--- src/rtl/ysyx_24080006_csr_pkg.sv ---
// Shared definitions for the CSR controller: CSR addresses, mstatus bit positions,
// request opcodes, FSM states and the mstatus trap-entry/return helper.
package ysyx_24080006_csr_pkg;

   localparam logic [11:0] MSTATUS   = 12'h300;
   localparam logic [11:0] MTVEC     = 12'h305;
   localparam logic [11:0] MEPC      = 12'h341;
   localparam logic [11:0] MCAUSE    = 12'h342;
   localparam logic [11:0] MVENDORID = 12'hF11;
   localparam logic [11:0] MARCHID   = 12'hF12;

   localparam int MIE    = 3;
   localparam int MPIE   = 7;
   localparam int MPP_LO = 11;

   typedef enum logic [2:0] {
      OP_CSRRW = 3'd0,
      OP_CSRRS = 3'd1,
      OP_CSRRC = 3'd2,
      OP_ECALL = 3'd3,
      OP_MRET  = 3'd4
   } csr_op_e;

   typedef enum logic [3:0] {
      S_IDLE,
      S_CSR_WR,
      S_T_MEPC,
      S_T_CAUSE,
      S_T_STAT,
      S_T_VEC,
      S_M_STAT,
      S_M_VEC,
      S_RESP
   } csr_ctrl_state_e;

   function automatic logic csr_supported(input logic [11:0] addr);
      return (addr == MSTATUS) || (addr == MTVEC) || (addr == MEPC) ||
             (addr == MCAUSE) || (addr == MVENDORID) || (addr == MARCHID);
   endfunction

   function automatic logic csr_read_only(input logic [11:0] addr);
      return (addr == MVENDORID) || (addr == MARCHID);
   endfunction

   // is_trap=1: trap entry (stack MIE into MPIE); is_trap=0: mret (restore MIE).
   function automatic logic [31:0] mstatus_update(input logic [31:0] cur,
                                                  input logic        is_trap,
                                                  input logic [1:0]  mpp);
      logic [31:0] nxt;
      nxt = cur;
      if (is_trap) begin
         nxt[MPIE] = cur[MIE];
         nxt[MIE]  = 1'b0;
      end else begin
         nxt[MIE]  = cur[MPIE];
         nxt[MPIE] = 1'b1;
      end
      nxt[MPP_LO+1:MPP_LO] = mpp;
      return nxt;
   endfunction

endpackage

--- src/rtl/ysyx_24080006_csr_ctrl.sv ---
// Sequences CSRRx / ECALL / MRET requests onto the CSR file ports and returns rd or a redirect.
// Latency accept->out_valid: CSRRx 2, ECALL 5, MRET 3, NOP 1; one request in flight, in_ready only in IDLE.
module ysyx_24080006_csr_ctrl
   import ysyx_24080006_csr_pkg::*;
#(
   parameter logic [31:0] ECALL_CAUSE = 32'd11,
   parameter logic [1:0]  MPP_VAL     = 2'b11
) (
   input  logic        clock,
   input  logic        reset,
   input  logic        in_valid,
   output logic        in_ready,
   input  logic [2:0]  in_op,
   input  logic [11:0] in_csr_addr,
   input  logic [31:0] in_src,
   input  logic        in_src_is_zero,
   input  logic [31:0] in_pc,
   output logic        out_valid,
   input  logic        out_ready,
   output logic [31:0] out_rdata,
   output logic        out_redirect,
   output logic [31:0] out_redirect_pc,
   output logic [11:0] csr_addr,
   input  logic [31:0] csr_rdata,
   output logic        csr_we,
   output logic [11:0] csr_waddr,
   output logic [31:0] csr_wdata,
   output logic        mepc_en,
   output logic [31:0] mepc_val
);

   csr_ctrl_state_e state_q, state_d;
   csr_op_e         op_q;
   logic [11:0]     addr_q;
   logic [31:0]     src_q, pc_q, rdata_q, rpc_q;
   logic            zero_q, redir_q;
   logic [31:0]     new_val;
   logic            wr_ok;
   logic            in_is_csrrx;

   assign in_is_csrrx     = (in_op <= 3'd2);
   assign in_ready        = (state_q == S_IDLE);
   assign out_valid       = (state_q == S_RESP);
   assign out_rdata       = rdata_q;
   assign out_redirect    = redir_q;
   assign out_redirect_pc = rpc_q;
   assign mepc_val        = pc_q & 32'hFFFF_FFFC;

   // rdata_q doubles as the latched old value during CSR_WR.
   always_comb begin
      new_val = src_q;
      case (op_q)
         OP_CSRRS: new_val = rdata_q | src_q;
         OP_CSRRC: new_val = rdata_q & ~src_q;
         default:  new_val = src_q;
      endcase
      wr_ok = csr_supported(addr_q) && !csr_read_only(addr_q) &&
              !(((op_q == OP_CSRRS) || (op_q == OP_CSRRC)) && zero_q);
   end

   always_comb begin
      state_d   = state_q;
      csr_addr  = MSTATUS;
      csr_we    = 1'b0;
      csr_waddr = addr_q;
      csr_wdata = '0;
      mepc_en   = 1'b0;
      case (state_q)
         S_IDLE: begin
            csr_addr = in_csr_addr;
            if (in_valid) begin
               case (in_op)
                  OP_CSRRW, OP_CSRRS, OP_CSRRC: state_d = S_CSR_WR;
                  OP_ECALL:                     state_d = S_T_MEPC;
                  OP_MRET:                      state_d = S_M_STAT;
                  default:                      state_d = S_RESP;
               endcase
            end
         end
         S_CSR_WR: begin
            csr_addr  = addr_q;
            csr_we    = wr_ok;
            csr_wdata = new_val;
            state_d   = S_RESP;
         end
         S_T_MEPC: begin
            mepc_en = 1'b1;
            state_d = S_T_CAUSE;
         end
         S_T_CAUSE: begin
            csr_we    = 1'b1;
            csr_waddr = MCAUSE;
            csr_wdata = ECALL_CAUSE;
            state_d   = S_T_STAT;
         end
         S_T_STAT: begin
            csr_addr  = MSTATUS;
            csr_we    = 1'b1;
            csr_waddr = MSTATUS;
            csr_wdata = mstatus_update(csr_rdata, 1'b1, MPP_VAL);
            state_d   = S_T_VEC;
         end
         S_T_VEC: begin
            csr_addr = MTVEC;
            state_d  = S_RESP;
         end
         S_M_STAT: begin
            csr_addr  = MSTATUS;
            csr_we    = 1'b1;
            csr_waddr = MSTATUS;
            csr_wdata = mstatus_update(csr_rdata, 1'b0, MPP_VAL);
            state_d   = S_M_VEC;
         end
         S_M_VEC: begin
            csr_addr = MEPC;
            state_d  = S_RESP;
         end
         S_RESP: begin
            if (out_ready) state_d = S_IDLE;
         end
         default: state_d = S_IDLE;
      endcase
   end

   always_ff @(posedge clock or negedge reset) begin
      if (!reset) begin
         state_q <= S_IDLE;
         op_q    <= OP_CSRRW;
         addr_q  <= '0;
         src_q   <= '0;
         zero_q  <= 1'b0;
         pc_q    <= '0;
         rdata_q <= '0;
         redir_q <= 1'b0;
         rpc_q   <= '0;
      end else begin
         state_q <= state_d;
         case (state_q)
            S_IDLE: begin
               if (in_valid) begin
                  op_q    <= csr_op_e'(in_op);
                  addr_q  <= in_csr_addr;
                  src_q   <= in_src;
                  zero_q  <= in_src_is_zero;
                  pc_q    <= in_pc;
                  rdata_q <= (in_is_csrrx && csr_supported(in_csr_addr)) ? csr_rdata : '0;
                  redir_q <= 1'b0;
                  rpc_q   <= '0;
               end
            end
            S_T_VEC: begin
               redir_q <= 1'b1;
               rpc_q   <= csr_rdata & 32'hFFFF_FFFC;
            end
            S_M_VEC: begin
               redir_q <= 1'b1;
               rpc_q   <= csr_rdata;
            end
            default: ;
         endcase
      end
   end

endmodule
--- config.mk ---
export PLATFORM = sky130hd
export DESIGN_NAME = ysyx_24080006_csr_ctrl
export DESIGN_NICKNAME = d
export VERILOG_FILES = /design/src/rtl/ysyx_24080006_csr_pkg.sv /design/src/rtl/ysyx_24080006_csr_ctrl.sv
export SDC_FILE = /design/constraint.sdc
export NUM_CORES = 1
export LEC_CHECK = 0
export ABC_CLOCK_PERIOD_IN_PS = 3600
export BUFFER_PORTS_ARGS = -buffer_cell sky130_fd_sc_hd__buf_4
export CAP_MARGIN = 40
export CELL_PAD_IN_SITES_DETAIL_PLACEMENT = 1
export CELL_PAD_IN_SITES_GLOBAL_PLACEMENT = 1
export CORE_MARGIN = 2
export CORE_UTILIZATION = 35
export CTS_BUF_LIST = sky130_fd_sc_hd__clkbuf_4
export CTS_CLUSTER_SIZE = 8
export DETAILED_ROUTE_END_ITERATION = 12
export PLACE_DENSITY = 0.81
export SYNTH_ARGS = -nofsm -noshare
export SYNTH_HDL_FRONTEND = slang
export SYNTH_SLANG_ARGS = --single-unit
--- constraint.sdc ---
create_clock -name clock -period 3.6 [get_ports clock]
set_clock_uncertainty 0.1 [all_clocks]
set_input_delay 0 -clock clock [delete_from_list [all_inputs] [get_ports clock]]
set_output_delay 0 -clock clock [all_outputs]
set_load 0.1 [all_outputs]
; ---- After elaboration in Yosys (flattened, before gate mapping)
; Index checks and enable logic that the tools add are counted.
[totals]
ff_bits = 149
out_inout_bits = 157
word_cells = 87
[classes]
magnitude_cmp = 1
reduce_logical = 31
n_mux = 15
n_bitwise = 3
eq_ne = 28
[op_table]
columns = operator, count
row1 = $pmux 32 s4, 1
row2 = $eq 12x10->1 const B, 8
row3 = $pmux 32 s3, 1
row4 = $mux 32, 2
row5 = $pmux 32 s2, 1
row6 = $eq 12x12->1 const B, 4
row7 = $pmux 12 s4, 1
row8 = $and 32x32->32, 1
row9 = $not 32->32, 1
row10 = $or 32x32->32, 1
row11 = $pmux 4 s7, 1
row12 = $pmux 12 s2, 1
row13 = $eq 4x3->1 const B, 4
row14 = $logic_or 1x1->1, 12
row15 = $pmux 4 s3, 1
row16 = $eq 3x2->1 const B, 3
row17 = $reduce_or 3->1, 3
row18 = $eq 4x2->1 const B, 2
row19 = $mux 4, 2
row20 = $reduce_and 2->1, 4
row21 = $eq 3x1->1 const B, 2
row22 = $eq 4x1->1 const B, 1
row23 = $eq 4x4->1 const B, 1
row24 = $logic_and 1x1->1, 4
row25 = 12 further kinds, 16

; ---- Depth between registers and ports, before layout
[depth]
ltp_word = 9
mapped_depth = 8
ltp_nobuf = 4

; ---- Worst setup path before layout
; No wires, ideal clock.
[synth_timing]
kind = reg-to-output
startpoint = register rdata_q[1] (netlist: out_rdata[1])
endpoint = output csr_wdata[1]
arrival_time_ps = 3332
setup_slack_ps = 168
required_time_ps = 3500
path_stages_with_launch = 4
path_cell_list = dfrtp_1 > nor2b_1 > a221oi_1 > o21ai_0
[synth_between]
elab_chain_len = 3
[synth_lines]
columns = item, line_no
row1 = "start, declared", ysyx_24080006_csr_ctrl.sv:35  ; logic [31:0] src_q, pc_q, rdata_q, rpc_q;
row2 = "start signal, assigned", ysyx_24080006_csr_ctrl.sv:146  ; rdata_q <= (in_is_csrrx && csr_supported(in_csr_addr)) ? csr_rdata : '0;
row3 = $and 32x32->32 / $or 32x32->32 (equally long branches), "ysyx_24080006_csr_ctrl.sv:54, ysyx_24080006_csr_ctrl.sv:53"
row4 = $pmux 32 s2 (*), ysyx_24080006_csr_ctrl.sv:52  ; case (op_q)
row5 = $pmux 32 s4 (*), ysyx_24080006_csr_ctrl.sv:68  ; case (state_q)
row6 = "end, declared", ysyx_24080006_csr_ctrl.sv:27  ; output logic [31:0] csr_wdata,
; Every way passes the cells marked *; elsewhere a longest branch is shown, timed or not.

; ---- Worst setup path after layout
[layout_timing]
startpoint = register state_q[0]
endpoint = output csr_wdata[30]
[layout_between]
elab_chain_len = 2
[layout_lines]
columns = item, line_no
row1 = "start, declared", ysyx_24080006_csr_ctrl.sv:32  ; csr_ctrl_state_e state_q, state_d;
row2 = "start signal, assigned", ysyx_24080006_csr_ctrl.sv:137  ; state_q <= state_d;
row3 = "$eq 4x3->1, or another cell as far along", ysyx_24080006_csr_ctrl.sv:68
row4 = $pmux 32 s4 (*), ysyx_24080006_csr_ctrl.sv:68
; Marks and branches as above.

==> Implementation_results.wiki <==
{| class="wikitable"
! Metric !! Value
|-
| Pin count of the biggest net entering global routing || 75
|-
| Fmax || between 300 and 400 MHz
|-
| WL per Instance || 18.8 um
|-
| Gates resized, CTS repair || 0
|-
| Count of unique library cells instantiated by Yosys || 45
|-
| Core box area || 19,500 um^2
|-
| Worst Setup Start Kind || flop
|-
| Worst vdd ir || 0.924 mV
|-
| Min-Delay Startpoint || in_src[23]
|-
| Transition time at the pin with the least slew margin || between 0.8 and 0.9 ns
|-
| Post-synthesis sequential area ratio || 52.5%
|-
| Area used by sequential logic in the layout || around 3700 um^2
|-
| Power, Total || 10,600 uW
|-
| CTS tree || done
|-
| Count of non-filler cells in the finished layout || 1,445
|-
| Data arrival, critical path || about 3 ns
|-
| Placed Cells || about 1,300
|-
| Synthesized-area fraction occupied by xor and xnor cells || 0.250%
|-
| Static leakage power || 0.00549 uW
|-
| Worst path slowest cell || sky130_fd_sc_hd__dfrtp_1
|-
| Via count of the first global-routing pass || 7,962
|-
| Largest family of logic cells by synthesized area || simple AND/OR/NAND/NOR gates
|-
| Largest area contributor in the netlist || sky130_fd_sc_hd__dfrtp_1
|-
| Number of buffers created by CTS || 17
|-
| Share of post-route cells with drive strength above 1 || around 30%
|-
| Number of top-level design ports || 273
|-
| Total half-perimeter wirelength after legalization and detailed placement || 16,800 um
|-
| Width of the die || around 150 um
|-
| Headroom to the max-slew limit || 43.1%
|-
| Setup TNS || 0 ns
|-
| Minimum period implied by the final worst setup slack || 3.17 ns
|-
| Post-synth top area share || 52.5%
|-
| Global-route wire length before repair || 43,800 um
|-
| Number of synthesized register bits || around 150
|-
| Simple logic cell fraction of the synthesized area || 24.6%
|-
| Most common library cell in the layout ignoring fill and taps || sky130_fd_sc_hd__nand2_1
|-
| Instance count of the mapped netlist || 809
|-
| Post-Place Setup Slack || roughly 1.2 ns
|-
| Placer congestion estimate || 0.797
|-
| Buf+Inv Stages, Crit Path || 2
|-
| Routed WL || 27,200 um
|-
| Max Cap Violations || 0
|-
| Max Transition Viols Final || 0
|-
| Clock insertion delay at the later pin of the skew report || 0.53 ns
|-
| Router iterations before antenna repair || 4
|-
| Share of the cycle needed by the critical path after routing || ~88%
|-
| Total DRC errors in the routed layout || 0
|-
| Outcome || finished clean
|-
| Clock transition at the registers of the reported paths || about 0.14 ns
|-
| Maximum fanout encountered on the critical timing path || 21
|-
| Synthesis-to-layout area growth || 53.5%
|-
| Top cells by area in the synthesized netlist || sky130_fd_sc_hd__dfrtp_1 53%, sky130_fd_sc_hd__nand2_1 15%, sky130_fd_sc_hd__nor2b_1 3.9%
|-
| P per Cell Area || 983 nW/um^2
|-
| Most used DFF post-synth || sky130_fd_sc_hd__dfrtp_1
|-
| Post-route ant nets || 0
|-
| Type of destination of the critical path || primary output
|-
| Final setup fails || 0
|-
| Gate family responsible for the most delay along the worst path || simple AND/OR/NAND/NOR gates
|-
| Number of nets at the end of the flow || around 1,300
|-
| Number of flops mapped to enable cells by yosys || 0
|-
| Post-synthesis instance area || 7010 um^2
|-
| Port buffer count || 268
|-
| GRT overflow || 0
|-
| Setup repair after global routing missed its margin || no
|-
| Number of buffers inserted by post-CTS setup repair || 0
|-
| Die outline height || between 100 and 150 um
|-
| Multi-input combinational cell area || 2970 um^2
|-
| Number of placement rows || 51
|-
| Maximum root-to-sink buffer count || 2
|-
| Async set-reset flop share out of synthesis || 100%
|-
| Vias per std cell || approximately 5.0
|-
| Cells along the critical path || nor2_1 > nand2_1 > buf_4 > o22ai_1 > buf_4
|-
| Overall via count from detail_route || 7,285
|-
| Type of the most critical hold path || primary input to flop
|-
| First DRT Iteration DRCs || 345
|-
| Clock Tree Root || sky130_fd_sc_hd__clkbuf_4
|-
| Required arrival time at the worst endpoint || 3.50 ns
|-
| Final Hold Vio Count || 0
|-
| Startpoint of the most critical register-to-register path || state_q[2]
|-
| Setup crit start || state_q[0]
|-
| Post-route setup slack || 0.432 ns
|-
| Share of cell area taken by muxes after synthesis || under 10%
|-
| Total clock sinks || 147
|-
| Syn. warnings || 0
|-
| Number of fill cells in the layout || 2,305
|-
| Cell mode on critical path || sky130_fd_sc_hd__buf_4
|-
| Post-synthesis average cell area || 8.66 um^2
|-
| Total die area || 21,200 um^2
|-
| Number of buffers inserted by hold repair at cts || 116
|-
| Finished Core Util || 55.1%
|-
| Initial antenna violation count || 1
|-
| Starting Density || ~36%
|-
| Synthesized-area fraction occupied by ao, oa, aoi and oai cells || between 10% and 20%
|-
| All-layer global routing usage || 25.8%
|-
| Maximum level of the CTS H-tree || 4
|-
| Classification of the worst setup path || flop to primary output
|-
| Peak per-stage delay on the critical path || 0.63 ns
|-
| Most used cells in the layout excluding fill and tap cells || 277 x sky130_fd_sc_hd__nand2_1, 275 x sky130_fd_sc_hd__buf_4, 147 x sky130_fd_sc_hd__dfrtp_1
|-
| Synth Area in Adders || 0%
|}
[metrics by stage]
| step | cell area (um^2) | hold slack, ns |
|---|---|---|
| detailed placement | 9300 | -0.0184 |
| global placement | 9230 | -0.0271 |
| CTS | 10800 | 0.0138 |
| global route | 10800 | 0.0202 |
| floorplan | 7010 | -0.396 |
| finish | 10800 | 0.0797 |
[registers in the layout (all words and copies together) (netlist names)]
name / cells
zero_q: 1
op_q: 3
src_q: 32
out_redirect_pc: 32
addr_q: 12
out_redirect: 1
out_rdata: 32
state_q: 4
pc_q: 30
[area by class of cell]
class	count	share of cell area, %
Clock inverter	12	1.25
Clock buffer	19	1.33
Timing Repair Buffer	398	31.3
Multi-Input combinational cell	569	27.6
Inverter	34	1.19
Tap cell	265	3.08
Antenna cell	1	0.0233
Sequential cell	147	34.2
[cell usage after synthesis, types with 9 or more instances]
library cell	count
sky130_fd_sc_hd__nand2_1	278
sky130_fd_sc_hd__nor2b_1	44
sky130_fd_sc_hd__clkbuf_1	36
sky130_fd_sc_hd__mux2i_1	9
sky130_fd_sc_hd__a22oi_1	30
sky130_fd_sc_hd__nor2_1	17
sky130_fd_sc_hd__dfrtp_1	147
sky130_fd_sc_hd__o21ai_2	30
sky130_fd_sc_hd__o21ai_0	46
sky130_fd_sc_hd__buf_2	14
sky130_fd_sc_hd__nand3_1	36
sky130_fd_sc_hd__inv_1	34
sky130_fd_sc_hd__o22ai_1	28
[path summary, 6_finish.rpt]
check | to | slack (ns) | cells after the start
max reg2reg | out_redirect_pc[26] | 1.15 | 5
min reg2reg | out_redirect | 0.40 | 2
min in group asynchronous | out_rdata[20] | 0.47 | 4
min | src_q[23] | 0.08 | 4
max | csr_wdata[30] | 0.43 | 5
max in group asynchronous | pc_q[11] | 2.52 | 4
[routing by layer]
metal / up-vias / share of wire (%) / global-route usage, %
li1: 3388 / - / -
met1: 3612 / 43 / 32.5
met2: 256 / 49 / 44.3
met3: 29 / 6.9 / 6.87
met4: 0 / 1.4 / 6.76
met5: - / 0 / 0
[report_power, final]
part           switching [uW]  internal (uW)  leakage (uW)
clock network             634            425      0.000137
logic                    5340           1520       0.00343
registers                 499           2150       0.00192
total                    6470           4100       0.00549
[logic make-up (layout without fill, tap and decap cells)]
logic type,Yosys count,count (layout)
AND/OR/NAND/NOR,400,400
AO/OA/AOI/OAI,156,156
flip-flops,147,147
buffers and inverters,94,463
multiplexers,9,9
XOR/XNOR,2,2
other,1,3
[worst reg2reg max path: stages, from the launching register on]
cell and delay [ns]:
sky130_fd_sc_hd__dfrtp_1 0.61, sky130_fd_sc_hd__nor2_1 0.36, sky130_fd_sc_hd__nand3_4 0.55, sky130_fd_sc_hd__buf_12 0.45
sky130_fd_sc_hd__nand3_1 0.13, sky130_fd_sc_hd__o21ai_0 0.12
(Power assumes the default switching activity.)
